[config.mk]
export PLATFORM = sky130hd
export DESIGN_NAME = updown_timer_n_flat
export DESIGN_NICKNAME = d
export VERILOG_FILES = /design/src/rtl/udt_pkg.sv /design/src/rtl/updown_timer_n_if.sv /design/src/rtl/addsub_step_n.sv /design/src/rtl/updown_timer_n.sv /design/src/flat_wrapper.sv
export SDC_FILE = /design/constraint.sdc
export NUM_CORES = 1
export LEC_CHECK = 0
export CAP_MARGIN = 10
export CORE_UTILIZATION = 50
export CTS_BUF_LIST = sky130_fd_sc_hd__clkbuf_16
export DETAILED_ROUTE_END_ITERATION = 8
export HOLD_SLACK_MARGIN = 0.12
export PLACE_DENSITY = 0.8
export SLEW_MARGIN = 20
export SYNTH_ARGS = -nofsm -noshare
export SYNTH_HDL_FRONTEND = slang
export SYNTH_SLANG_ARGS = --single-unit
[constraint.sdc]
create_clock -name clk -period 11.7 [get_ports clk]
set_input_delay 2.34 -clock clk [delete_from_list [all_inputs] [get_ports clk]]
set_output_delay 2.34 -clock clk [all_outputs]
set_load 0.03 [all_outputs]
[src/rtl/udt_pkg.sv]
// Shared definitions for updown_timer_n: state encoding and dir/mode constants.
package udt_pkg;

    typedef enum logic [1:0] {
        IDLE = 2'b00,
        RUN  = 2'b01,
        DONE = 2'b10
    } udt_state_e;

    localparam logic DIR_UP       = 1'b1;
    localparam logic DIR_DOWN     = 1'b0;
    localparam logic MODE_FREE    = 1'b0;
    localparam logic MODE_ONESHOT = 1'b1;

endpackage

[src/rtl/updown_timer_n_if.sv]
// Control/status bundle of updown_timer_n; master drives controls, slave is the timer.
interface updown_timer_n_if #(
    parameter int unsigned WIDTH = 8
);
    logic             load;
    logic [WIDTH-1:0] load_val;
    logic             start;
    logic             stop;
    logic             en;
    logic             dir;
    logic             mode;
    logic [WIDTH-1:0] count;
    logic             tc;
    logic             busy;
    logic             done;

    modport master (
        output load, load_val, start, stop, en, dir, mode,
        input  count, tc, busy, done
    );

    modport slave (
        input  load, load_val, start, stop, en, dir, mode,
        output count, tc, busy, done
    );
endinterface

[src/rtl/addsub_step_n.sv]
// Combinational +/-1 as a ripple full-adder chain: up adds 0 with carry-in 1,
// down adds all-ones with carry-in 0.
module addsub_step_n #(
    parameter int unsigned WIDTH = 8
) (
    input  logic [WIDTH-1:0] a,
    input  logic             up,
    output logic [WIDTH-1:0] y
);
    logic [WIDTH-1:0] b;

    assign b = up ? '0 : '1;

    always_comb begin : ripple
        logic carry;
        carry = up;
        y     = '0;
        for (int i = 0; i < int'(WIDTH); i++) begin
            y[i]  = a[i] ^ b[i] ^ carry;
            carry = (a[i] & b[i]) | (carry & (a[i] ^ b[i]));
        end
    end
endmodule

[src/rtl/updown_timer_n.sv]
// Up/down counter/timer with load, run/stop, free-run or one-shot and registered tc.
// Optional UDT_RELOAD_EN adds a reload register for programmable free-run periods.
module updown_timer_n
    import udt_pkg::*;
#(
    parameter int unsigned WIDTH = 8
) (
    input logic              clk,
    input logic              rst,
    updown_timer_n_if.slave  bus
);
    udt_state_e       state_q, state_d;
    logic [WIDTH-1:0] count_q, count_d;
    logic             tc_q, tc_d;
    logic [WIDTH-1:0] step_val, next_val, term;
`ifdef UDT_RELOAD_EN
    logic [WIDTH-1:0] reload_q, reload_d;
`endif

    addsub_step_n #(
        .WIDTH(WIDTH)
    ) u_step (
        .a  (count_q),
        .up (bus.dir == DIR_UP),
        .y  (step_val)
    );

    assign term = (bus.dir == DIR_UP) ? '1 : '0;

    always_comb begin
        next_val = step_val;
`ifdef UDT_RELOAD_EN
        // Free-run leaves terminal via the reload value instead of wrapping.
        if (bus.mode == MODE_FREE && count_q == term) next_val = reload_q;
`endif
    end

    always_comb begin
        state_d = state_q;
        count_d = count_q;
        tc_d    = 1'b0;
`ifdef UDT_RELOAD_EN
        reload_d = reload_q;
`endif
        if (bus.load) begin
            count_d = bus.load_val;
            state_d = IDLE;
`ifdef UDT_RELOAD_EN
            reload_d = bus.load_val;
`endif
        end else if (bus.stop) begin
            if (state_q == RUN) state_d = IDLE;
        end else if (bus.start && state_q != RUN) begin
            state_d = RUN;
`ifdef UDT_RELOAD_EN
            if (state_q == DONE) count_d = reload_q;
`endif
        end else if (state_q == RUN && bus.en) begin
            if (bus.mode == MODE_ONESHOT && count_q == term) begin
                // Started already at terminal: finish without stepping.
                state_d = DONE;
                tc_d    = 1'b1;
            end else begin
                count_d = next_val;
                if (next_val == term) begin
                    tc_d = 1'b1;
                    if (bus.mode == MODE_ONESHOT) state_d = DONE;
                end
            end
        end
    end

    always_ff @(posedge clk) begin
        if (rst) begin
            state_q  <= IDLE;
            count_q  <= '0;
            tc_q     <= 1'b0;
`ifdef UDT_RELOAD_EN
            reload_q <= '0;
`endif
        end else begin
            state_q  <= state_d;
            count_q  <= count_d;
            tc_q     <= tc_d;
`ifdef UDT_RELOAD_EN
            reload_q <= reload_d;
`endif
        end
    end

    assign bus.count = count_q;
    assign bus.tc    = tc_q;
    assign bus.busy  = (state_q == RUN);
    assign bus.done  = (state_q == DONE);
endmodule
[src/flat_wrapper.sv]
// flat-port wrapper written by rule: the top's interface ports become plain ports
module updown_timer_n_flat import udt_pkg::*;
#(
    parameter int unsigned WIDTH = 8
)
  (clk, rst, bus_load, bus_load_val, bus_start, bus_stop, bus_en, bus_dir, bus_mode, bus_count, bus_tc, bus_busy, bus_done);
  updown_timer_n_if #(.WIDTH(WIDTH)) bus_i ();
  input logic clk;
  input logic rst;
  input wire logic [$bits(bus_i.load)-1:0] bus_load;
  input wire logic [$bits(bus_i.load_val)-1:0] bus_load_val;
  input wire logic [$bits(bus_i.start)-1:0] bus_start;
  input wire logic [$bits(bus_i.stop)-1:0] bus_stop;
  input wire logic [$bits(bus_i.en)-1:0] bus_en;
  input wire logic [$bits(bus_i.dir)-1:0] bus_dir;
  input wire logic [$bits(bus_i.mode)-1:0] bus_mode;
  output wire logic [$bits(bus_i.count)-1:0] bus_count;
  output wire logic [$bits(bus_i.tc)-1:0] bus_tc;
  output wire logic [$bits(bus_i.busy)-1:0] bus_busy;
  output wire logic [$bits(bus_i.done)-1:0] bus_done;
  assign bus_i.load = bus_load;
  assign bus_i.load_val = bus_load_val;
  assign bus_i.start = bus_start;
  assign bus_i.stop = bus_stop;
  assign bus_i.en = bus_en;
  assign bus_i.dir = bus_dir;
  assign bus_i.mode = bus_mode;
  assign bus_count = bus_i.count;
  assign bus_tc = bus_i.tc;
  assign bus_busy = bus_i.busy;
  assign bus_done = bus_i.done;
  updown_timer_n #(.WIDTH(WIDTH)) u_core (.clk(clk), .rst(rst), .bus(bus_i));
endmodule
==> impl_metrics.json, run 1 <==
{
  "cts-buffers-inserted": 3,
  "final_common_cell": "clkdlybuf4s50_1",
  "grt_pass1_vias": 739,
  "place_inst": 140,
  "overflow": 0,
  "grt_first_pass_wirelength_mm": 3.436,
  "critical_path_required_ns": 11.83,
  "end_kind": "register",
  "sw_frac_of_total_pct": 28.82,
  "p_sw_mw": 0.04243,
  "cp_max_fo": 12,
  "skew_ns": 0.004247,
  "p_seq_share_pct": 29.0,
  "vias": 779,
  "worstHoldPathType": "register to register",
  "drt-pass1-iter-count": 4,
  "grt_start_max_net_pins": 14,
  "vias_per_cell": 5.410,
  "syn_nets": 123,
  "cts_root_buf": "clkbuf_16",
  "port_buffers": 26,
  "finalSetupViolations": 0,
  "drive_gt1_share_pct": 10.08,
  "final_net_count": 150,
  "clock-sinks": 11,
  "diodes": 0,
  "r2r-end": "u_core.state_q[0]$_SDFFE_PP0P_",
  "holdWs_ns": 0.6111,
  "antenna_found_initial": 0,
  "critPathLaunchType": "input port",
  "clkLatencyLatePin_ns": 0.24,
  "dieWidth_um": 45.38,
  "seq_area_frac_synth_pct": 23.40,
  "irDropWorstVdd_mv": 0.06936,
  "cts_tree": "yes",
  "maxSlewViolCount": 0,
  "r2r_start": "u_core.bus.count[0]$_SDFFE_PP0P_",
  "crit_start": "bus_dir",
  "cts_max_level": 1,
  "post_drt_wl_per_cell_um": 14.11,
  "rsz0062_at_grt": "false",
  "rows": 15,
  "synth_top_area_share_pct": 23.40,
  "die_area_um2": 2059,
  "drv_cap": 0,
  "syn-cell-area_um2": 940.9,
  "syn_to_final_growth_pct": 37.37,
  "dp_hpwl_mm": 1.526,
  "core_um2": 1745,
  "synth_cells": 93,
  "fin_crit_sh_pct": 60.46,
  "crit_end": "u_core.state_q[0]$_SDFFE_PP0P_",
  "initial_utilization_pct": 53.91,
  "ys_ff_latch": 11,
  "finalWirelength_mm": 2.032,
  "synth_warnings": 0,
  "r2r_slack_ns": 7.52,
  "power.internal_mw": 0.1048,
  "slew_headroom_pct": 66.37,
  "crit_arrival_ns": 7.20,
  "p_leak_nw": 0.5089,
  "drcViolationCount": 0,
  "finalSetupTns_ns": 0,
  "period_minus_slack_ns": 7.073,
  "ios": 27,
  "grt_util_all_layers_pct": 24.34,
  "synth_area_leaders": "dfxtp_1 23%, fa_1 13%, ha_1 11%, mux2i_1 6.4%, a211oi_1 6.4%",
  "cts_resized": 0,
  "die_height_um": 45.38,
  "postRouteAntennaNets": 0,
  "synth.distinct_cells": 36,
  "clk_pin_slew_ns": 0.05,
  "tightestPinTransition_ns": 0.5039,
  "layout_common_cells": "26 x clkdlybuf4s50_1, 11 x dfxtp_1, 10 x inv_1",
  "max-clock-path-buffers": 2,
  "post_cts_buffers": 0,
  "rr_worst_depth": 14,
  "pwr-share-comb_pct": 27.1,
  "instances_no_fill": 144,
  "drtIter0Drc": 12,
  "routabilityCongestion": 0.8779,
  "worst-setup-path-type": "input port to register",
  "syn_avg_cell_area_um2": 10.12,
  "status": "finished, final reports clean",
  "p_per_area_nw_per_um2": 113.9,
  "cts_hold_buf": 0,
  "pwr-share-clk_pct": 43.9,
  "hold_viol_final": 0,
  "yosys.area.top_type": "dfxtp_1",
  "clock.fmax_mhz": 141.4
}
cell families (layout without fill, tap and decap cells):
logic type	after synthesis	count (layout)	synth area share, %
DFF	11	11	23.40
AOI/OAI and AO/OA	18	18	16.36
xor gates and xnor gates	4	4	6.517
muxes	7	7	7.580
buffers and inverters	13	39	5.585
adders and majority gates	14	14	23.41
and+or+nand+nor	26	26	17.16
layer usage:
metal  part of all wire (%)  wire [µm]  track usage, %  up-vias
met5                      0          0               0        -
met4                    2.2         44           12.73        0
met3                    3.4         70           4.762        6
met2                     46        930           36.29       20
met1                     49        987           33.08      362
li1                       -          -               -      391
metrics by stage:
stage | total power, mW | area (µm²) | utilization, % | setup slack [ns]
finish | 0.1472 | 1292 | 74.05 | 4.627
global route | 0.1554 | 1292 | 74.05 | 4.252
CTS | 0.1475 | 1292 | 74.05 | 4.600
detailed placement | 0.08278 | 1214 | 69.53 | 4.366
global placement | 0.08212 | 1214 | 69.53 | 4.505
floorplan | 0.06853 | 940.9 | - | 5.367
worst min-delay path by stage:
stage	slack [ns]	cells after the start	to	startpoint
detailed placement	0.60	2	u_core.bus.count[2]$_SDFFE_PP0P_	u_core.bus.count[2]$_SDFFE_PP0P_
global route	0.66	2	u_core.bus.count[0]$_SDFFE_PP0P_	u_core.bus.count[0]$_SDFFE_PP0P_
CTS	0.62	2	u_core.bus.count[2]$_SDFFE_PP0P_	u_core.bus.count[2]$_SDFFE_PP0P_
finish	0.61	2	u_core.bus.count[2]$_SDFFE_PP0P_	u_core.bus.count[2]$_SDFFE_PP0P_
global placement	0.60	2	u_core.bus.count[1]$_SDFFE_PP0P_	u_core.bus.count[1]$_SDFFE_PP0P_
floorplan	0.57	2	u_core.state_q[0]$_SDFFE_PP0P_	u_core.state_q[0]$_SDFFE_PP0P_
Yosys cell counts:
cell type	instances
dfxtp_1	11
inv_1	9
a211oi_1	8
ha_1	8
nor2_1	8
fa_1	6
mux2i_1	6
clkbuf_1	3
a21oi_1	2
and4_1	2
nand4b_1	2
nor3_1	2
o22ai_1	2
or2_2	2
a2111o_1	1
a2111oi_2	1
a31oi_4	1
and3_2	1
and4_2	1
and4b_1	1
buf_4	1
mux2_2	1
nand2_1	1
nand2b_1	1
nand3_1	1
nand4bb_1	1
nor2b_1	1
nor3b_1	1
nor4_1	1
o21ai_0	1
o2bb2ai_1	1
o32a_1	1
xnor2_1	1
xnor2_2	1
xor2_1	1
xor3_4	1
state kept, by name, summed over array words and instances, names as in the netlist:
| signal | cells |
|---|---|
| u_core.bus.count | 8 |
| u_core.bus.tc | 1 |
| u_core.state_q | 2 |
layout make-up:
type / count / area, µm²
clock buffer: 3 / 75.07
sequential: 11 / 220.2
clock inverter: 1 / 3.754
multi-input combinational: 69 / 668.1
inverter: 9 / 33.78
tap: 25 / 31.28
fill: 147 / 452.9
timing repair buffer: 26 / 260.3
critical path: stages:
cell,delay (ns)
clkdlybuf4s50_1,0.73
inv_1,0.37
ha_1,0.28
or2_2,0.28
fa_1,0.39
fa_1,0.40
fa_1,0.40
fa_1,0.37
inv_1,0.08
fa_1,0.15
inv_1,0.05
fa_1,0.41
xor3_4,0.48
nor3_1,0.22
a211oi_1,0.11
o2bb2ai_1,0.14
power by group through the flow:
stage | logic (mW) | clock network (mW) | registers [mW]
2_1_floorplan | 0.0219 | 0 | 0.0467
3_3_place_gp | 0.0388 | 0 | 0.0433
3_5_place_dp | 0.0394 | 0 | 0.0434
4_1_cts | 0.0400 | 0.0648 | 0.0427
5_1_grt | 0.0441 | 0.0682 | 0.0430
6_report | 0.0399 | 0.0646 | 0.0427
No activity file was read; power rests on OpenSTA's default activity.
==> run 2: changes to the inputs <==
--- a/config.mk
+++ b/config.mk
@@ -6,11 +6,11 @@
 export NUM_CORES = 1
 export LEC_CHECK = 0
 export CAP_MARGIN = 10
-export CORE_UTILIZATION = 50
+export CORE_UTILIZATION = 42
 export CTS_BUF_LIST = sky130_fd_sc_hd__clkbuf_16
 export DETAILED_ROUTE_END_ITERATION = 8
 export HOLD_SLACK_MARGIN = 0.12
-export PLACE_DENSITY = 0.8
+export PLACE_DENSITY = 0.72
 export SLEW_MARGIN = 20
 export SYNTH_ARGS = -nofsm -noshare
 export SYNTH_HDL_FRONTEND = slang
==> constraint.sdc (replaced) <==
create_clock -name clk -period 6.2 [get_ports clk]
set_input_delay 1.24 -clock clk [delete_from_list [all_inputs] [get_ports clk]]
set_output_delay 1.24 -clock clk [all_outputs]
set_load 0.03 [all_outputs]
==> run 2 against run 1 <==
Compared with the run above: first-iteration DRC count is 42% lower; power rose by 87%; sequential power rose by 89%; routed wire length rose by 3.8%; largest cell class unchanged; highest routed layer unchanged.
==> impl_metrics.json, run 2 (synthesized netlist as in run 1, its figures left out) <==
{
  "place_inst": 144,
  "fill_cells": 189,
  "seqCellArea_um2": 220.2,
  "die_height_um": 49.33,
  "crit_top_cell": "fa_1",
  "antenna_found_initial": 0,
  "grt_util_all_layers_pct": 20.26,
  "r2r-end": "u_core.state_q[0]$_SDFFE_PP0P_",
  "initial_utilization_pct": 46.08,
  "port_buffers": 26,
  "p_leak_nw": 0.5185,
  "max-clock-path-buffers": 2,
  "routabilityCongestion": 0.8210,
  "diodes": 0,
  "maxSlewViolCount": 0,
  "final_net_count": 152,
  "layout_common_cells": "26 x clkdlybuf4s50_1, 11 x dfxtp_1, 10 x inv_1",
  "drt-pass1-iter-count": 4,
  "syn_to_final_growth_pct": 39.23,
  "slew_headroom_pct": 73.75,
  "irDropWorstVdd_mv": 0.1919,
  "drive_gt1_share_pct": 11.57,
  "skew_ns": 0.001756,
  "whs_endpoint": "u_core.bus.count[0]$_SDFFE_PP0P_",
  "end_kind": "register",
  "critical_path_required_ns": 6.33,
  "fin_crit_sh_pct": 86.74,
  "drtIter0Drc": 7,
  "crit_chain": "clkdlybuf4s50_1 > buf_4 > ha_1 > or2_2 > fa_1 > fa_1 > fa_1 > fa_1 > inv_1 > fa_1 > inv_1 > fa_1 > xor3_4 > nor3_1 > a211oi_1 > o2bb2ai_1",
  "cts_tree": "yes",
  "critPathLaunchType": "input port",
  "status": "finished, final reports clean",
  "vias": 776,
  "clock-sinks": 11,
  "instances_no_fill": 148,
  "finalSetupTns_ns": 0,
  "cts-buffers-inserted": 3,
  "hp-start": "u_core.bus.count[0]$_SDFFE_PP0P_",
  "cts_root_buf": "clkbuf_16",
  "grt_start_max_net_pins": 14,
  "crit_arrival_ns": 5.51,
  "max_stage_delay_ns": 0.49,
  "post_drt_wl_per_cell_um": 14.25,
  "tightestPinTransition_ns": 0.3938,
  "holdWs_ns": 0.6098,
  "worst-setup-path-type": "input port to register",
  "vias_per_cell": 5.243,
  "postRouteAntennaNets": 0,
  "final_common_cell": "clkdlybuf4s50_1",
  "rr_worst_depth": 14,
  "drcViolationCount": 0,
  "grt_pass1_vias": 796,
  "dp_hpwl_mm": 1.607,
  "cpMaxStageDelayCell": "xor3_4",
  "dieWidth_um": 49.33,
  "ios": 27,
  "cp_max_fo": 8,
  "post_cts_buffers": 0,
  "clock.fmax_mhz": 185.9,
  "holdPathStages": 2,
  "finalSetupViolations": 0,
  "hold_viol_final": 0,
  "grt_first_pass_wirelength_mm": 3.622,
  "die_area_um2": 2433,
  "drv_cap": 0,
  "largest_register_ffs": 8,
  "clk_pin_slew_ns": 0.04,
  "p_per_area_nw_per_um2": 210.7,
  "cts_max_level": 1,
  "r2r_start": "u_core.bus.count[0]$_SDFFE_PP0P_",
  "finalWirelength_mm": 2.109,
  "period_minus_slack_ns": 5.378,
  "worstHoldPathType": "register to register",
  "overflow": 0,
  "rsz0062_at_grt": "false",
  "clkLatencyLatePin_ns": 0.24,
  "core_um2": 2042,
  "cts_hold_buf": 0,
  "cts_resized": 0,
  "rows": 16,
  "r2r_slack_ns": 2.06,
  "multi_input_area_um2": 668.1
}
## run 2: cell count changes in the layout (fill, tap and decap cells not counted)
cell	change
buf_4	+2
## run 2: how the worst max path moves through the flow
stage	cells after the start	slack, ns	from	endpoint
5_1_grt	16	0.62	bus_dir	u_core.state_q[0]$_SDFFE_PP0P_
3_3_place_gp	16	0.67	bus_dir	u_core.state_q[0]$_SDFFE_PP0P_
4_1_cts	16	0.83	bus_dir	u_core.state_q[0]$_SDFFE_PP0P_
6_report	16	0.82	bus_dir	u_core.state_q[0]$_SDFFE_PP0P_
2_1_floorplan	16	0.97	bus_dir	u_core.state_q[0]$_SDFFE_PP0P_
3_5_place_dp	16	0.62	bus_dir	u_core.state_q[0]$_SDFFE_PP0P_
## run 2: routing by layer
metal | global-route usage, % | part of all wire (%) | routed length (µm) | up-vias
met5 | 0 | 0 | 0 | -
met2 | 31.05 | 43 | 916 | 24
met3 | 7.165 | 6.0 | 127 | 4
li1 | - | - | - | 390
met1 | 25.90 | 49 | 1035 | 358
met4 | 7.353 | 1.4 | 29 | 0
## run 2: metrics by stage
step / setup WS [ns] / total power, mW / cell area (µm²) / utilization, %
finish: 0.8222 / 0.2760 / 1310 / 64.15
global route: 0.6227 / 0.2921 / 1310 / 64.15
CTS: 0.8316 / 0.2794 / 1310 / 64.15
detailed placement: 0.6225 / 0.1582 / 1231 / 60.29
global placement: 0.6715 / 0.1566 / 1231 / 60.29
floorplan: 0.9673 / 0.1293 / 940.9 / -
## run 2: area by class of cell
class                   instances  area share [%]
repair buffers                 28           21.01
multi-input cells              69           51.00
well taps                      27           2.579
flip-flops and latches         11           16.81
clock buffers                   3           5.731
inverters                       9           2.579
clock inverters                 1          0.2865
## run 2: report_power, final
part	switching (mW)	internal, mW	total, mW
combinational	0.0392	0.0385	0.0776
clock	0.0329	0.0847	0.118
sequential	0.00563	0.0751	0.0807
total	0.0777	0.198	0.276
## run 2: critical path, delay by kind of cell
kind	cells	cell delay, ns
buf+inv	4	0.72
compound gates	2	0.24
simple gates	2	0.53
fa+ha+maj	7	2.27
xor+xnor	1	0.49
